--- config.mk ---
export PLATFORM = sky130hd
export DESIGN_NAME = countdown_timer_flat
export DESIGN_NICKNAME = d
export VERILOG_FILES = /design/src/rtl/countdown_timer_if.sv /design/src/rtl/countdown_timer.sv /design/src/flat_wrapper.sv
export SDC_FILE = /design/constraint.sdc
export NUM_CORES = 1
export LEC_CHECK = 0
export CAP_MARGIN = 10
export CORE_ASPECT_RATIO = 1.4
export CORE_UTILIZATION = 54
export CTS_CLUSTER_SIZE = 30
export DETAILED_ROUTE_END_ITERATION = 7
export PLACE_DENSITY = 0.8
export SETUP_SLACK_MARGIN = 0.3
export SLEW_MARGIN = 20
export SYNTH_ARGS = -nofsm -noshare
export SYNTH_HDL_FRONTEND = slang
export SYNTH_SLANG_ARGS = --single-unit
--- constraint.sdc ---
create_clock -name clk_i -period 2.9 [get_ports clk_i]
set_input_delay 0.435 -clock clk_i [delete_from_list [all_inputs] [get_ports clk_i]]
set_output_delay 0.435 -clock clk_i [all_outputs]
set_load 0.03 [all_outputs]
--- src/rtl/countdown_timer_if.sv ---
// rtl/countdown_timer_if.sv - control and status bundle for countdown_timer
// Ports (master = controller side, slave = timer side):
//   load_val [WIDTH]     interval in prescaled ticks, latched on start
//   prescale [PRE_WIDTH] tick divider, one tick every prescale+1 cycles
//   periodic             1 = auto-reload, 0 = one-shot
//   start / stop / ack   launch, abort, clear expired
//   q [WIDTH]            current count
//   busy / tc / expired  running, terminal-count pulse, sticky expiry
interface countdown_timer_if #(
  parameter int WIDTH     = 20,
  parameter int PRE_WIDTH = 8
);
  logic [WIDTH-1:0]     load_val;
  logic [PRE_WIDTH-1:0] prescale;
  logic                 periodic;
  logic                 start;
  logic                 stop;
  logic                 ack;
  logic [WIDTH-1:0]     q;
  logic                 busy;
  logic                 tc;
  logic                 expired;

  modport master (
    output load_val, prescale, periodic, start, stop, ack,
    input  q, busy, tc, expired
  );

  modport slave (
    input  load_val, prescale, periodic, start, stop, ack,
    output q, busy, tc, expired
  );
endinterface

--- src/rtl/countdown_timer.sv ---
// rtl/countdown_timer.sv - programmable prescaled down-counting interval timer
// Ports:
//   clk_i   system clock, rising edge
//   rst_i   asynchronous active-high reset
//   sclr_i  synchronous clear, same effect as rst_i, overrides all inputs
//   bus     countdown_timer_if.slave: load_val/prescale/periodic/start/stop/ack
//           in, q/busy/tc/expired out (all outputs registered)
module countdown_timer #(
  parameter int WIDTH     = 20,
  parameter int PRE_WIDTH = 8
) (
  input  logic              clk_i,
  input  logic              rst_i,
  input  logic              sclr_i,
  countdown_timer_if.slave  bus
);

  typedef enum logic [1:0] {
    ST_IDLE = 2'd0,
    ST_RUN  = 2'd1,
    ST_DONE = 2'd2
  } state_t;

  state_t               state_q, state_d;
  logic [WIDTH-1:0]     q_q, q_d;
  logic [WIDTH-1:0]     load_q, load_d;
  logic [PRE_WIDTH-1:0] pre_cnt_q, pre_cnt_d;
  logic [PRE_WIDTH-1:0] pre_q, pre_d;
  logic                 per_q, per_d;
  logic                 busy_q, busy_d;
  logic                 tc_q, tc_d;
  logic                 expired_q, expired_d;

  // A start is honoured in IDLE and DONE, and in RUN unless stop is also high.
  logic launch;
  assign launch = bus.start &&
                  ((state_q == ST_IDLE) || (state_q == ST_DONE) ||
                   ((state_q == ST_RUN) && !bus.stop));

  always_comb begin
    state_d   = state_q;
    q_d       = q_q;
    load_d    = load_q;
    pre_cnt_d = pre_cnt_q;
    pre_d     = pre_q;
    per_d     = per_q;
    expired_d = expired_q;
    tc_d      = 1'b0;

    if (sclr_i) begin
      state_d   = ST_IDLE;
      q_d       = '0;
      load_d    = '0;
      pre_cnt_d = '0;
      pre_d     = '0;
      per_d     = 1'b0;
      expired_d = 1'b0;
    end else begin
      // ack clears first so that any set below in the same cycle wins.
      if (bus.ack) begin
        expired_d = 1'b0;
      end

      if (launch) begin
        if (bus.load_val != '0) begin
          load_d    = bus.load_val;
          pre_d     = bus.prescale;
          per_d     = bus.periodic;
          q_d       = bus.load_val;
          pre_cnt_d = bus.prescale;
          expired_d = 1'b0;
          state_d   = ST_RUN;
        end else begin
          // Zero interval expires immediately, even in periodic mode.
          q_d       = '0;
          tc_d      = 1'b1;
          expired_d = 1'b1;
          state_d   = ST_DONE;
        end
      end else begin
        case (state_q)
          ST_IDLE: begin
            state_d = ST_IDLE;
          end
          ST_DONE: begin
            if (bus.ack) begin
              state_d = ST_IDLE;
            end
          end
          ST_RUN: begin
            if (bus.stop) begin
              // Abort keeps q frozen so software can read the remainder.
              state_d = ST_IDLE;
            end else if (pre_cnt_q != '0) begin
              pre_cnt_d = pre_cnt_q - PRE_WIDTH'(1);
            end else begin
              pre_cnt_d = pre_q;
              if (q_q > WIDTH'(1)) begin
                q_d = q_q - WIDTH'(1);
              end else if (q_q == WIDTH'(1)) begin
                tc_d      = 1'b1;
                expired_d = 1'b1;
                if (per_q) begin
                  // Reload straight from 1 so q never reads 0 while periodic.
                  q_d = load_q;
                end else begin
                  q_d     = '0;
                  state_d = ST_DONE;
                end
              end
            end
          end
          default: begin
            state_d = ST_IDLE;
          end
        endcase
      end
    end

    busy_d = (state_d == ST_RUN);
  end

  always_ff @(posedge clk_i or posedge rst_i) begin
    if (rst_i) begin
      state_q   <= ST_IDLE;
      q_q       <= '0;
      load_q    <= '0;
      pre_cnt_q <= '0;
      pre_q     <= '0;
      per_q     <= 1'b0;
      busy_q    <= 1'b0;
      tc_q      <= 1'b0;
      expired_q <= 1'b0;
    end else begin
      state_q   <= state_d;
      q_q       <= q_d;
      load_q    <= load_d;
      pre_cnt_q <= pre_cnt_d;
      pre_q     <= pre_d;
      per_q     <= per_d;
      busy_q    <= busy_d;
      tc_q      <= tc_d;
      expired_q <= expired_d;
    end
  end

  assign bus.q       = q_q;
  assign bus.busy    = busy_q;
  assign bus.tc      = tc_q;
  assign bus.expired = expired_q;

endmodule
--- src/flat_wrapper.sv ---
// flat-port wrapper written by rule: the top's interface ports become plain ports
module countdown_timer_flat 
#(
  parameter int WIDTH     = 20,
  parameter int PRE_WIDTH = 8
)
  (clk_i, rst_i, sclr_i, bus_load_val, bus_prescale, bus_periodic, bus_start, bus_stop, bus_ack, bus_q, bus_busy, bus_tc, bus_expired);
  countdown_timer_if #(.WIDTH(WIDTH), .PRE_WIDTH(PRE_WIDTH)) bus_i ();
  input  logic clk_i;
  input  logic rst_i;
  input  logic sclr_i;
  input wire logic [$bits(bus_i.load_val)-1:0] bus_load_val;
  input wire logic [$bits(bus_i.prescale)-1:0] bus_prescale;
  input wire logic [$bits(bus_i.periodic)-1:0] bus_periodic;
  input wire logic [$bits(bus_i.start)-1:0] bus_start;
  input wire logic [$bits(bus_i.stop)-1:0] bus_stop;
  input wire logic [$bits(bus_i.ack)-1:0] bus_ack;
  output wire logic [$bits(bus_i.q)-1:0] bus_q;
  output wire logic [$bits(bus_i.busy)-1:0] bus_busy;
  output wire logic [$bits(bus_i.tc)-1:0] bus_tc;
  output wire logic [$bits(bus_i.expired)-1:0] bus_expired;
  assign bus_i.load_val = bus_load_val;
  assign bus_i.prescale = bus_prescale;
  assign bus_i.periodic = bus_periodic;
  assign bus_i.start = bus_start;
  assign bus_i.stop = bus_stop;
  assign bus_i.ack = bus_ack;
  assign bus_q = bus_i.q;
  assign bus_busy = bus_i.busy;
  assign bus_tc = bus_i.tc;
  assign bus_expired = bus_i.expired;
  countdown_timer #(.WIDTH(WIDTH), .PRE_WIDTH(PRE_WIDTH)) u_core (.clk_i(clk_i), .rst_i(rst_i), .sclr_i(sclr_i), .bus(bus_i));
endmodule
==> impl_results.md <==
* Status: complete, no violations
* Die Y at 100 um
* Synth Flop Type: dfrtp_1
* Async SR Flop Fraction at 1.00
* Row count at 35
* Grt ovf at 0
* P_leak at 0.00197 uW
* Hpwl dp at 7600 um
* Drt first pass iters at 5
* GP Congestion at 0.883
* Initial core utilization at 0.562
* Routed vias at 3687
* Cells after synthesis at 429
* Register area share after synthesis at 0.415
* Hold Crit Class: flop to flop
* Period utilisation layout at 0.852
* Final instance area at 0.00476 mm^2
* Drc violations at 0
* R2R Path End: u_core.bus.q[10]$_DFFE_PP0P_
* Power density over cell area at 632 mW/mm^2
* Setup Viol. Count Final at 0
* CP bufs+invs at 2
* Hold Path Cell Cnt at 2
* Adder-Cell Fraction of Synth Area at 0.0201
* Warnings from Yosys at 0
* WL per Instance at 18.2 um
* Mapped Nets at 470
* Worst path slowest cell: or4b_4
* CP Max Fanout at 6
* Critical path class: flop to flop
* H-tree lvl count at 3
* Family with the most delay on the worst path: simple AND/OR/NAND/NOR gates
* Fmax at 405 MHz
* Final Max Tran Viols at 0
* FF+latch count, synth at 62
* Worst Reg-to-Reg Cells at 9
* Starting DRT DRC Count at 399
* Clock sink count at 62
* Unrepaired setup endpoints after global routing: no
* Yosys cell types at 63
* Post-synthesis simple-gate area fraction at 0.230
* Via density at 6.30
* Combinational family with the most area after synthesis: compound AO/OA/AOI/OAI gates
* Setup TNS at 0 ns
* Clock Root Buffer: clkbuf_8
* First-pass GRT wire length at 17400 um
* Rel. slew slack at 0.547
* Share of cells above drive strength 1 at 0.136
* Startpoint class of the critical path: flop
* Initial antenna violation count at 0
* XOR/XNOR Fraction of Synth Area at 0.0281
* Mux contribution to synthesized area at 0.0244
* Max Cap Viol at 0
* Worst slack, placed at 0.182 ns
* Pin count of the biggest net entering global routing at 36
* Post-synth EDFFs at 0
* Routed Antenna Nets at 0
* Gr usage total at 0.313
* Core ar. at 0.00666 mm^2
* Worst-Skew Late Latency at 0.34 ns
* Hold Path Origin: u_core.pre_cnt_q[1]$_DFFE_PP0P_
* Vias in the first global route at 3442
* Area Overhead vs Synth at 27.1%
* Max Clock Skew at 0.00861 ns
* CP Capture Type: flop
* Slew @ Worst Pin at 0.680 ns
* Crit-path cells: inv_1 > ha_1 > or4b_4 > nor4b_4 > o41a_4 > buf_4 > nor3_4 > a311o_1 > a21oi_1
* Worst Slack Setup Final at 0.429 ns
* NumNets Final at 529
* Routed WL at 10600 um
* CTS tree: done
* Final Power at 3000 uW
* Sink of the worst hold path: u_core.pre_cnt_q[1]$_DFFE_PP0P_
* Worst Path Arrival at 2.73 ns
* Compound-Gate Fraction of Synth Area at 0.233
* Die W at 72.3 um
* # IOs at 58
* # port buffers at 57
* Syn Area/Cell at 8.72 um^2
* Peak supply drop at 0.561 mV
* R2r setup slk at 0.43 ns
* Worst-path clk slew at 0.07 ns
* Final min period at 2.47 ns
* Total die area at 0.00727 mm^2
* Diode count at 0
* CP peak stage delay at 0.53 ns
* Placed Instance Area at 0.00446 mm^2
* Inserted Clock Buffers at 9
* Synthesized area at 0.00374 mm^2
* CP required at 3.16 ns
* Hold Vio Cnt, Final at 0
* R2R Path Start: u_core.pre_cnt_q[0]$_DFFE_PP0P_
* Clk buf depth at 2
[flip-flops by register name, indices dropped and copies added, names as in the netlist]
register / flops
u_core.bus.q: 20
u_core.load_q: 20
u_core.pre_cnt_q: 8
u_core.pre_q: 8
u_core.state_q: 2
u_core.bus.busy: 1
u_core.bus.expired: 1
u_core.bus.tc: 1
u_core.per_q: 1
[worst max-delay path by stage]
stage | start | cells after the start | slack (ns) | end
final | u_core.pre_cnt_q[0]$_DFFE_PP0P_ | 9 | 0.43 | u_core.bus.q[10]$_DFFE_PP0P_
after global routing | u_core.bus.q[12]$_DFFE_PP0P_ | 7 | 0.30 | u_core.bus.q[8]$_DFFE_PP0P_
after CTS | u_core.pre_cnt_q[0]$_DFFE_PP0P_ | 9 | 0.29 | u_core.bus.q[5]$_DFFE_PP0P_
after detailed placement | u_core.pre_cnt_q[0]$_DFFE_PP0P_ | 9 | 0.18 | u_core.bus.q[5]$_DFFE_PP0P_
after global placement | u_core.pre_cnt_q[0]$_DFFE_PP0P_ | 9 | 0.31 | u_core.bus.q[2]$_DFFE_PP0P_
after floorplan | u_core.bus.q[12]$_DFFE_PP0P_ | 9 | 0.32 | u_core.bus.q[10]$_DFFE_PP0P_
[power by group]
group	leakage, uW	total, uW	internal [uW]	switching (uW)
clock network	0.000110	847	506	341
registers	0.000820	1080	958	125
logic	0.00104	1070	477	597
[worst min-delay path, cell delays in order (launching register included)]
cell and delay, ns:
dfrtp_1 0.36, nand2_1 0.06, o31ai_1 0.06
[synthesized netlist by cell type, types with 5 or more instances]
cell      number  share of area
and3_1         6          0.010
o31ai_1        7          0.014
nor4_1        11          0.018
a311oi_1      11          0.026
a22oi_1        6          0.012
o21ai_0       23          0.031
nor3_1         5         0.0067
xnor2_1       10          0.023
mux2i_1        8          0.021
nand3_1       10          0.013
nor2_1        53          0.053
a211oi_1       6          0.012
clkbuf_1      21          0.021
a21oi_1       33          0.044
nand2_1       59          0.059
ha_1           6          0.020
o211ai_1      10          0.020
or4_1          5          0.010
dfrtp_1       62           0.41
inv_1          7         0.0070
[cell families (layout without fill, tap and decap cells)]
kind of cell             Yosys count  in the layout
multiplexers                       9              9
adder cells (fa/ha/maj)            6              6
buffers and inverters             39            103
XOR/XNOR                          12             12
AND/OR/NAND/NOR                  174            174
flip-flops                        62             62
AO/OA/AOI/OAI                    127            127
[stage by stage]
| stage | std cells | hold slack [ns] | utilization |
|---|---|---|---|
| final | 585 | 0.510 | 0.714 |
| after global routing | 585 | 0.542 | 0.714 |
| after CTS | 582 | 0.510 | 0.705 |
| after detailed placement | 566 | 0.494 | 0.670 |
| after global placement | 566 | 0.493 | 0.670 |
| after floorplan | 429 | 0.472 | - |
[layout by cell type (no fill, tap or decap), types with 11 or more instances in the layout]
master,Yosys,layout
clkdlybuf4s50_1,0,56
a311oi_1,11,11
nor2_1,53,53
dfrtp_1,62,58
a21oi_1,33,33
o21ai_0,23,23
buf_4,1,19
nand2_1,59,58
[final cells by class]
| cell class | instances | area [um^2] |
|---|---|---|
| fillers | 532 | 1900 |
| multi-input cells | 328 | 2070 |
| well taps | 92 | 115 |
| inverters | 8 | 30.0 |
| clock inverters | 4 | 70.1 |
| clock buffers | 12 | 145 |
| repair buffers | 79 | 768 |
| flip-flops and latches | 62 | 1560 |
[layer usage]
layer  wire length (um)  GRT usage
met5                  0          0
met2               5450      0.538
met1               4220      0.391
met3                649     0.0570
met4                318      0.115
[timing repair]
item	in CTS	in global routing
buffers inserted	0	3
hold buffers	0	0
gates resized for setup	3	9
gates cloned	0	0
endpoints found under the hold margin	0	0
setup endpoints to repair	8	20
Power figures use the tool's default switching activity.
